===== config.mk =====
export PLATFORM = sky130hd
export DESIGN_NAME = k005297_rotation_sequencer_flat
export DESIGN_NICKNAME = d
export VERILOG_FILES = /design/src/rtl/k005297_rotation_sequencer_if.sv /design/src/rtl/k005297_rotation_sequencer.sv /design/src/flat_wrapper.sv
export SDC_FILE = /design/constraint.sdc
export NUM_CORES = 1
export LEC_CHECK = 0
export BUFFER_PORTS_ARGS = -buffer_cell sky130_fd_sc_hd__buf_2
export CORE_MARGIN = 2
export CORE_UTILIZATION = 34
export CTS_BUF_LIST = sky130_fd_sc_hd__clkbuf_16
export DETAILED_ROUTE_END_ITERATION = 7
export MAX_ROUTING_LAYER = met4
export SYNTH_ARGS = -nofsm -noshare
export SYNTH_HDL_FRONTEND = slang
export SYNTH_SLANG_ARGS = --single-unit

===== constraint.sdc =====
create_clock -name i_MCLK -period 2.3 [get_ports i_MCLK]
set_input_delay 0.46 -clock i_MCLK [delete_from_list [all_inputs] [get_ports i_MCLK]]
set_output_delay 0.46 -clock i_MCLK [all_outputs]
set_load 0.005 [all_outputs]

===== src/rtl/k005297_rotation_sequencer_if.sv =====
// Bundles the sequencer's subclock/rotator inputs and its position/strobe outputs.
// The supervisor side drives the inputs as master; the sequencer is the slave.
interface k005297_rotation_sequencer_if #(
  parameter int POS_W = 10
);
  logic             i_CLK2M_PCEN_n;
  logic [19:0]      i_ROT20_n;
  logic             i_SYS_RUN_FLAG;
  logic             i_START;
  logic             i_STOP;
  logic [POS_W-1:0] o_BITPOS;
  logic             o_PAGE_SYNC;
  logic             o_DETECT_STB;
  logic             o_REPL_STB;
  logic             o_BUSY;
  logic             o_ROT20_ERR;

  modport master (
    output i_CLK2M_PCEN_n, i_ROT20_n, i_SYS_RUN_FLAG, i_START, i_STOP,
    input  o_BITPOS, o_PAGE_SYNC, o_DETECT_STB, o_REPL_STB, o_BUSY, o_ROT20_ERR
  );

  modport slave (
    input  i_CLK2M_PCEN_n, i_ROT20_n, i_SYS_RUN_FLAG, i_START, i_STOP,
    output o_BITPOS, o_PAGE_SYNC, o_DETECT_STB, o_REPL_STB, o_BUSY, o_ROT20_ERR
  );
endinterface


===== src/rtl/k005297_rotation_sequencer.sv =====
// Converts 20-phase rotator revolutions into bubble field rotations and tracks
// the minor-loop bit position, emitting detect/replicate strobes at fixed phases.
module k005297_rotation_sequencer #(
  parameter int LOOP_LEN     = 641,
  parameter int POS_W        = 10,
  parameter int DETECT_PHASE = 11,
  parameter int REPL_PHASE   = 4
) (
  input  logic i_MCLK,
  input  logic i_MRST,
  k005297_rotation_sequencer_if.slave bus
);

  typedef enum logic [1:0] {IDLE, ARMED, RUN, STOPPING} state_t;

  state_t           state_q, state_d;
  logic [POS_W-1:0] bitpos_q, bitpos_d;
  logic             page_q, page_d;
  logic             det_q, det_d;
  logic             repl_q, repl_d;
  logic             err_q, err_d;

  logic [19:0] rot;
  logic        legal;
  logic [4:0]  phase;
  logic        en;
  logic        ph19;

  assign rot   = ~bus.i_ROT20_n;
  assign legal = (rot != 20'd0) && ((rot & (rot - 20'd1)) == 20'd0);
  assign en    = ~bus.i_CLK2M_PCEN_n;
  assign ph19  = legal && (phase == 5'd19);

  always_comb begin
    phase = 5'd0;
    for (int k = 0; k < 20; k++)
      if (rot[k]) phase = 5'(k);
  end

  always_comb begin
    // NOTE: every variable gets a default first so no path can infer a latch.
    state_d  = state_q;
    bitpos_d = bitpos_q;
    page_d   = page_q;
    det_d    = det_q;
    repl_d   = repl_q;
    err_d    = err_q;

    if (!bus.i_SYS_RUN_FLAG) begin
      // Run-flag loss acts on any master clock edge, not just enabled ones.
      state_d = IDLE;
      page_d  = 1'b0;
      det_d   = 1'b0;
      repl_d  = 1'b0;
    end else if (en) begin
      page_d = 1'b0;
      det_d  = 1'b0;
      repl_d = 1'b0;
      if (state_q != IDLE && !legal) begin
        err_d   = 1'b1;
        state_d = IDLE;
      end else begin
        if (state_q == RUN || state_q == STOPPING) begin
          det_d  = (phase == 5'(DETECT_PHASE));
          repl_d = (phase == 5'(REPL_PHASE));
          if (ph19) begin
            if (bitpos_q == POS_W'(LOOP_LEN - 1)) begin
              bitpos_d = '0;
              page_d   = 1'b1;
            end else begin
              bitpos_d = bitpos_q + 1'b1;
            end
          end
        end
        unique case (state_q)
          IDLE:     if (bus.i_START && !bus.i_STOP) state_d = ARMED;
          ARMED:    if (bus.i_STOP) state_d = IDLE;
                    else if (ph19) state_d = RUN;
          RUN:      if (bus.i_STOP) state_d = ph19 ? IDLE : STOPPING;
          STOPPING: if (ph19) state_d = IDLE;
          default:  state_d = IDLE;
        endcase
      end
    end
  end

  // NOTE: sequential state uses non-blocking assignments so every flop samples
  // the pre-edge values of its peers.
  always_ff @(posedge i_MCLK or posedge i_MRST) begin
    if (i_MRST) begin
      state_q  <= IDLE;
      bitpos_q <= '0;
      page_q   <= 1'b0;
      det_q    <= 1'b0;
      repl_q   <= 1'b0;
      err_q    <= 1'b0;
    end else begin
      state_q  <= state_d;
      bitpos_q <= bitpos_d;
      page_q   <= page_d;
      det_q    <= det_d;
      repl_q   <= repl_d;
      err_q    <= err_d;
    end
  end

  assign bus.o_BITPOS     = bitpos_q;
  assign bus.o_PAGE_SYNC  = page_q;
  assign bus.o_DETECT_STB = det_q;
  assign bus.o_REPL_STB   = repl_q;
  assign bus.o_BUSY       = (state_q != IDLE);
  assign bus.o_ROT20_ERR  = err_q;

endmodule


===== src/flat_wrapper.sv =====
// flat-port wrapper written by rule: the top's interface ports become plain ports
module k005297_rotation_sequencer_flat 
#(
  parameter int LOOP_LEN     = 641,
  parameter int POS_W        = 10,
  parameter int DETECT_PHASE = 11,
  parameter int REPL_PHASE   = 4
)
  (i_MCLK, i_MRST, bus_i_CLK2M_PCEN_n, bus_i_ROT20_n, bus_i_SYS_RUN_FLAG, bus_i_START, bus_i_STOP, bus_o_BITPOS, bus_o_PAGE_SYNC, bus_o_DETECT_STB, bus_o_REPL_STB, bus_o_BUSY, bus_o_ROT20_ERR);
  k005297_rotation_sequencer_if #(.POS_W(POS_W)) bus_i ();
  input  logic i_MCLK;
  input  logic i_MRST;
  input wire logic [$bits(bus_i.i_CLK2M_PCEN_n)-1:0] bus_i_CLK2M_PCEN_n;
  input wire logic [$bits(bus_i.i_ROT20_n)-1:0] bus_i_ROT20_n;
  input wire logic [$bits(bus_i.i_SYS_RUN_FLAG)-1:0] bus_i_SYS_RUN_FLAG;
  input wire logic [$bits(bus_i.i_START)-1:0] bus_i_START;
  input wire logic [$bits(bus_i.i_STOP)-1:0] bus_i_STOP;
  output wire logic [$bits(bus_i.o_BITPOS)-1:0] bus_o_BITPOS;
  output wire logic [$bits(bus_i.o_PAGE_SYNC)-1:0] bus_o_PAGE_SYNC;
  output wire logic [$bits(bus_i.o_DETECT_STB)-1:0] bus_o_DETECT_STB;
  output wire logic [$bits(bus_i.o_REPL_STB)-1:0] bus_o_REPL_STB;
  output wire logic [$bits(bus_i.o_BUSY)-1:0] bus_o_BUSY;
  output wire logic [$bits(bus_i.o_ROT20_ERR)-1:0] bus_o_ROT20_ERR;
  assign bus_i.i_CLK2M_PCEN_n = bus_i_CLK2M_PCEN_n;
  assign bus_i.i_ROT20_n = bus_i_ROT20_n;
  assign bus_i.i_SYS_RUN_FLAG = bus_i_SYS_RUN_FLAG;
  assign bus_i.i_START = bus_i_START;
  assign bus_i.i_STOP = bus_i_STOP;
  assign bus_o_BITPOS = bus_i.o_BITPOS;
  assign bus_o_PAGE_SYNC = bus_i.o_PAGE_SYNC;
  assign bus_o_DETECT_STB = bus_i.o_DETECT_STB;
  assign bus_o_REPL_STB = bus_i.o_REPL_STB;
  assign bus_o_BUSY = bus_i.o_BUSY;
  assign bus_o_ROT20_ERR = bus_i.o_ROT20_ERR;
  k005297_rotation_sequencer #(.LOOP_LEN(LOOP_LEN), .POS_W(POS_W), .DETECT_PHASE(DETECT_PHASE), .REPL_PHASE(REPL_PHASE)) u_core (.i_MCLK(i_MCLK), .i_MRST(i_MRST), .bus(bus_i));
endmodule

== Yosys cells after proc, flatten, opt, wreduce, memory -nomap -nowiden ==
Cells that the tools add are included.

* Register bits after elaboration: 16
* Word-level logic and storage cells: 82
* Output and inout port bits: 15
* Input bits: 26

* Reductions and logical operators: 14
* Equality and inequality tests: 12
* Muxes and demuxes: 44
* Bitwise operators: 4
* Add/subtract/negate cells: 2

{| class="wikitable"
|+ Operator list
! cell !! number
|-
| 4-bit 2-to-1 mux || 8
|-
| 2-bit 2-to-1 mux || 11
|-
| 20-bit AND || 1
|-
| 20-bit zero test || 1
|-
| 5-bit 2-to-1 mux || 4
|-
| 20-bit inverter || 1
|-
| 20-bit nonzero test || 1
|-
| 20-bit by 1-bit subtractor with 20-bit output (second input constant) || 1
|-
| 1-bit 2-to-1 mux || 15
|-
| 3-bit 2-to-1 mux || 4
|-
| 10-bit by 1-bit adder with 10-bit output (second input constant) || 1
|-
| 10-bit == test (second input constant) || 1
|-
| 10-bit 2-to-1 mux || 1
|-
| 5-bit AND reduction || 2
|-
| 4-bit by 2-bit inequality test with 1-bit output (second input constant) || 2
|-
| 2-bit case mux with 4 select lines || 1
|-
| 5-bit by 3-bit == test with 1-bit output (second input constant) || 1
|-
| 5-bit by 4-bit == test with 1-bit output (second input constant) || 1
|-
| 5-bit == test (second input constant) || 1
|-
| 5-bit by 3-bit inequality test with 1-bit output (second input constant) || 1
|-
| 2-bit == test (second input constant) || 2
|-
| 1-bit logical AND || 4
|-
| 4-bit by 3-bit inequality test with 1-bit output (second input constant) || 1
|-
| 3-bit AND reduction || 1
|-
| 7 further kinds || 9
|}

== Logic depth before layout (Yosys ltp) ==
* Word-level depth: 28
* Depth in mapped cells: 8
* Mapped depth without buffers: 7

== Least setup slack after synthesis ==
No wires, ideal clock.

* Path kind: in2reg
* Start point: in bus_i_ROT20_n[17]
* End point: reg u_core.bitpos_q[5], in the netlist u_core.bus.o_BITPOS[5]
* Stages: 8
* Library setup time: 0.128 ns
* Path slack: 0.142 ns
* Arrival: 2.030 ns
* Data required time: 2.172 ns
* Buffers on the path: 2
* Cell sequence: clkbuf_2 -> a21oi_1 -> nor4_1 -> nand3_1 -> nor4_2 -> buf_6 -> nand4_2 -> mux2_1

* Cells in the longest elaborated chain, start to end: 9
* Elaborated cells on any way between the ends: 15
* Classes of those cells: add/sub: 1; eq/ne: 1; mux: 3; bitwise: 3; reduce/logical: 7

{| class="wikitable"
|+ RTL lines
! item !! line !! text
|-
| start: declaration || flat_wrapper.sv:14 || <nowiki>input wire logic [$bits(bus_i.i_ROT20_n)-1:0] bus_i_ROT20_n;</nowiki>
|-
| 20-bit inverter (*) || k005297_rotation_sequencer.sv:29 || <nowiki>assign rot = ~bus.i_ROT20_n;</nowiki>
|-
| 20-bit by 1-bit subtractor with 20-bit output || k005297_rotation_sequencer.sv:30 || <nowiki>assign legal = (rot != 20'd0) && ((rot & (rot - 20'd1)) == 20'd0);</nowiki>
|-
| 20-bit AND || k005297_rotation_sequencer.sv:30 ||
|-
| 20-bit zero test || k005297_rotation_sequencer.sv:30 ||
|-
| 1-bit logical AND || k005297_rotation_sequencer.sv:30 ||
|-
| 1-bit zero test || k005297_rotation_sequencer.sv:59 || <nowiki>if (state_q != IDLE && !legal) begin</nowiki>
|-
| 1-bit logical AND || k005297_rotation_sequencer.sv:59 ||
|-
| 1-bit inverter (no source line) || - ||
|-
| 5-bit AND reduction (no source line) (*) || - ||
|-
| end signal: assignment || k005297_rotation_sequencer.sv:99 || <nowiki>bitpos_q <= bitpos_d;</nowiki>
|-
| end: declaration || k005297_rotation_sequencer.sv:17 || <nowiki>logic [POS_W-1:0] bitpos_q, bitpos_d;</nowiki>
|}

Mark *: on every way between the ends. The rest lies on a longest branch, timed or not.
A chain may end at the register's enable or synchronous reset.

== Final worst setup path ==
* Start point: in bus_i_ROT20_n[3]
* End point: reg u_core.bitpos_q[0], in the netlist u_core.bus.o_BITPOS[0]

* Cells in the longest elaborated chain, start to end: 21
* Elaborated cells on any way between the ends: 29
* Classes of those cells: add/sub: 1; eq/ne: 1; mux: 17; bitwise: 3; reduce/logical: 7

{| class="wikitable"
|+ RTL lines
! item !! line !! text
|-
| 20-bit inverter (*) || k005297_rotation_sequencer.sv:29 ||
|-
| 2-bit 2-to-1 mux || k005297_rotation_sequencer.sv:37 || <nowiki>if (rot[k]) phase = 5'(k);</nowiki>
|-
| 3-bit 2-to-1 mux (4 in a row) || k005297_rotation_sequencer.sv:37 ||
|-
| 4-bit 2-to-1 mux (8 in a row) || k005297_rotation_sequencer.sv:37 ||
|-
| 5-bit 2-to-1 mux (4 in a row) || k005297_rotation_sequencer.sv:37 ||
|-
| 5-bit == test || k005297_rotation_sequencer.sv:32 || <nowiki>assign ph19 = legal && (phase == 5'd19);</nowiki>
|-
| 1-bit logical AND || k005297_rotation_sequencer.sv:32 ||
|-
| 5-bit AND reduction (no source line) (*) || - ||
|}

Marked as above.

==> results.sh <==
export IMPL_cp_required_ns=2.43
export IMPL_synth_adder_area_share_pct=1.828
export IMPL_cts_root_to_sink_buffers=2
export IMPL_postRouteAntennaNets=0
export IMPL_synth_compound_area_share_pct=25.87
export IMPL_syn_area_sq_mm=0.001369
export IMPL_slowest_delay_ns=0.42
export IMPL_ctsHoldBuffers=0
export IMPL_start_kind="input port"
export IMPL_routabilityCongestion=0.8308
export IMPL_slew_headroom_pct=58.22
export IMPL_drive_gt1_share_pct=27.35
export IMPL_clock_fmax_mhz=491.8
export IMPL_reg2reg_depth=5
export IMPL_antennaDiodeCount=0
export IMPL_root_buffer="clkbuf_16"
export IMPL_post_cts_buffers=0
export IMPL_powerDensity_mw_per_mm2=421.2
export IMPL_ys_types=45
export IMPL_cts_resized_gates=0
export IMPL_ys_flop_type="dfrtp_1"
export IMPL_finalHoldViolCount=0
export IMPL_drt_wirelength_per_cell_um=12.83
export IMPL_syn2layout_area_growth_pct=27.88
export IMPL_ir_drop_mv=0.4175
export IMPL_nNetsFinal=252
export IMPL_yosys_area_share_simple_pct=32.72
export IMPL_fin_ws_ns=0.2664
export IMPL_grt_overflow_total=0
export IMPL_yosys_area_top_type="dfrtp_1"
export IMPL_finalCritPeriodShare_pct=88.42
export IMPL_rr_endpoint="u_core.bus.o_BITPOS[7]"
export IMPL_fin_crit_ns=2.034
export IMPL_drc=0
export IMPL_r2r_slack_ns=0.59
export IMPL_critPathKind="in2reg"
export IMPL_synth_mux_area_share_pct=2.651
export IMPL_coreArea_sq_mm=0.003943
export IMPL_end_kind="flop"
export IMPL_synth_xor_area_share_pct=1.280
export IMPL_yosysSeqAreaShare_pct=29.25
export IMPL_dieHeight_um=67.45
export IMPL_ys_warn_count=0
export IMPL_start_util_pct=34.72
export IMPL_cts_sinks=16
export IMPL_port_buffers=40
export IMPL_viasPerCell=5.425
export IMPL_synth_area_top_cells="dfrtp_1 29%, nand3_1 6.9%, o21ai_0 5.1%"
export IMPL_crit_family="simple AND/OR/NAND/NOR gates"
export IMPL_first_pass_iters=4
export IMPL_grt_pass1_wl_um=5996
export IMPL_ys_seq_elements=16
export IMPL_dpl_worst_slack_ns=0.01518
export IMPL_wirelength_um=3502
export IMPL_status="completed"
export IMPL_die_area_sq_mm=0.004550
export IMPL_path_cells="buf_2 > nand4_2 > nor4_1 > o211ai_1 > a22oi_4 > nand4_4 > mux2_4"
export IMPL_final_max_slew_viol_count=0
export IMPL_cts_buffers=3
export IMPL_grt_pass1_vias=1366
export IMPL_cts_tree="built"
export IMPL_syn_inst=175
export IMPL_power_leakage_nw=0.8231
export IMPL_cts_htree_levels=1
export IMPL_dpl_hpwl_um=2753
export IMPL_drv_cap=0
export IMPL_fin_tns_setup_ns=0
export IMPL_die_w_um=67.45
export IMPL_grt_usage_pct=17.65
export IMPL_synth_top_cell_area_share_pct=29.25
export IMPL_cp_arrival_ns=2.17
export IMPL_cp_max_fo=8
export IMPL_clkLatencyLatePin_ns=0.25
export IMPL_finalSetupViolations=0
export IMPL_hp_class="in2async"
export IMPL_syn_avg_cell_area_sq_um=7.822
export IMPL_synth_top_family_by_area="simple AND/OR/NAND/NOR gates"
export IMPL_synth_edf_count=0
export IMPL_crit_slowest_cell="nor4_1"
export IMPL_rsz0062_at_grt="false"
export IMPL_io_pins=41
export IMPL_worstMarginPinSlew_ns=0.6260
export IMPL_async_reset_ff_share_pct=100.0
export IMPL_vias=1481
export IMPL_syn_nets=203
export IMPL_antenna_found_initial=0
export IMPL_cp_num_buf_inv=1
export IMPL_rr_startpoint="u_core.bus.o_BITPOS[3]"
export IMPL_drt_iter0_drc=172
export IMPL_num_rows=23
export IMPL_grt_max_degree=17
export IMPL_clk_pin_slew_ns=0.05
export IMPL_fin_worst_skew_ns=0.004751
[cells by family (layout without fill, tap and decap cells)]
family	count (synthesis)	count (layout)
adder cells (fa/ha/maj)	2	2
flip-flops	16	16
AND/OR/NAND/NOR	80	80
AO/OA/AOI/OAI	52	52
multiplexers	3	3
XOR/XNOR	2	2
buffers and inverters	20	68
[per-stage QoR]
step | instances | util, % | power [mW] | instance area, sq um | hold slack (ns)
after floorplan | 175 | - | 0.3495 | 1369 | 0.3737
after global placement | 269 | 42.40 | 0.4019 | 1672 | 0.4635
after detailed placement | 269 | 42.40 | 0.4010 | 1672 | 0.4694
after CTS | 273 | 44.40 | 0.7464 | 1750 | 0.3235
after global routing | 273 | 44.40 | 0.7688 | 1750 | 0.3278
final | 273 | 44.40 | 0.7373 | 1750 | 0.2854
[layout by cell type (no fill, tap or decap), types with 3 or more instances in the layout]
cell       count
nor4_1         8
nand2_1       17
nand4_1        7
buf_4         10
o21ai_0       14
a41o_1         4
clkbuf_16      3
and3_1         4
dfrtp_1       16
nand3_1       19
buf_2         40
nor2_1        10
o21a_1         4
inv_1         14
a21oi_1       13
[cell usage after synthesis, types with 2 or more instances]
cell       number
nor2_1         10
dfrtp_1        16
inv_1          14
nand2_1        17
clkbuf_1        3
nand2b_1        2
o2bb2ai_1       2
o21ai_0        14
nand4_2         2
nor3_1          2
a41oi_1         2
and2_1          2
o21a_1          4
nand3_1        19
nor4_1          8
a41o_1          4
a21oi_1        13
and3_1          4
nand4b_1        2
nand4_1         7
o21bai_1        2
xnor2_1         2
ha_1            2
[cell type report]
class                           count  area (sq um)
Sequential cell                    16         400.4
Clock inverter                      1         3.754
Inverter                           14         52.55
Timing Repair Buffer               50         275.3
Fill cell                         398          2192
Tap cell                           50         62.56
Clock buffer                        3         75.07
Multi-Input combinational cell    139         880.8
[report_power, final]
part           internal [mW]  switching [mW]
clock                  0.231           0.110
sequential             0.285         0.00285
combinational         0.0446          0.0643
total                  0.560           0.177
[worst max path at each step]
stage	from	to	slack, ns	depth (start not counted)
final	bus_i_ROT20_n[3]	u_core.bus.o_BITPOS[0]	0.27	7
after floorplan	bus_i_ROT20_n[17]	u_core.bus.o_BITPOS[5]	0.14	8
after detailed placement	bus_i_ROT20_n[3]	u_core.bus.o_BITPOS[0]	0.02	7
after CTS	bus_i_ROT20_n[3]	u_core.bus.o_BITPOS[0]	0.27	7
after global placement	bus_i_ROT20_n[3]	u_core.bus.o_BITPOS[0]	0.08	7
after global routing	bus_i_ROT20_n[3]	u_core.bus.o_PAGE_SYNC	0.05	8
[sequential cells by signal, indices dropped and copies added, names as in the netlist]
| register | count |
|---|---|
| u_core.bus.o_REPL_STB | 1 |
| u_core.state_q | 2 |
| u_core.bus.o_PAGE_SYNC | 1 |
| u_core.bus.o_DETECT_STB | 1 |
| u_core.bus.o_ROT20_ERR | 1 |
| u_core.bus.o_BITPOS | 10 |
[layer usage]
metal	wire length (um)	vias up	share of wire [%]	track usage (%)
met1	1705	675	49	23.11
li1	-	760	-	-
met4	14	0	0.40	3.827
met2	1559	44	45	28.34
met3	222	2	6.3	3.500
met5	0	-	0	-
(Power assumes the default switching activity.)
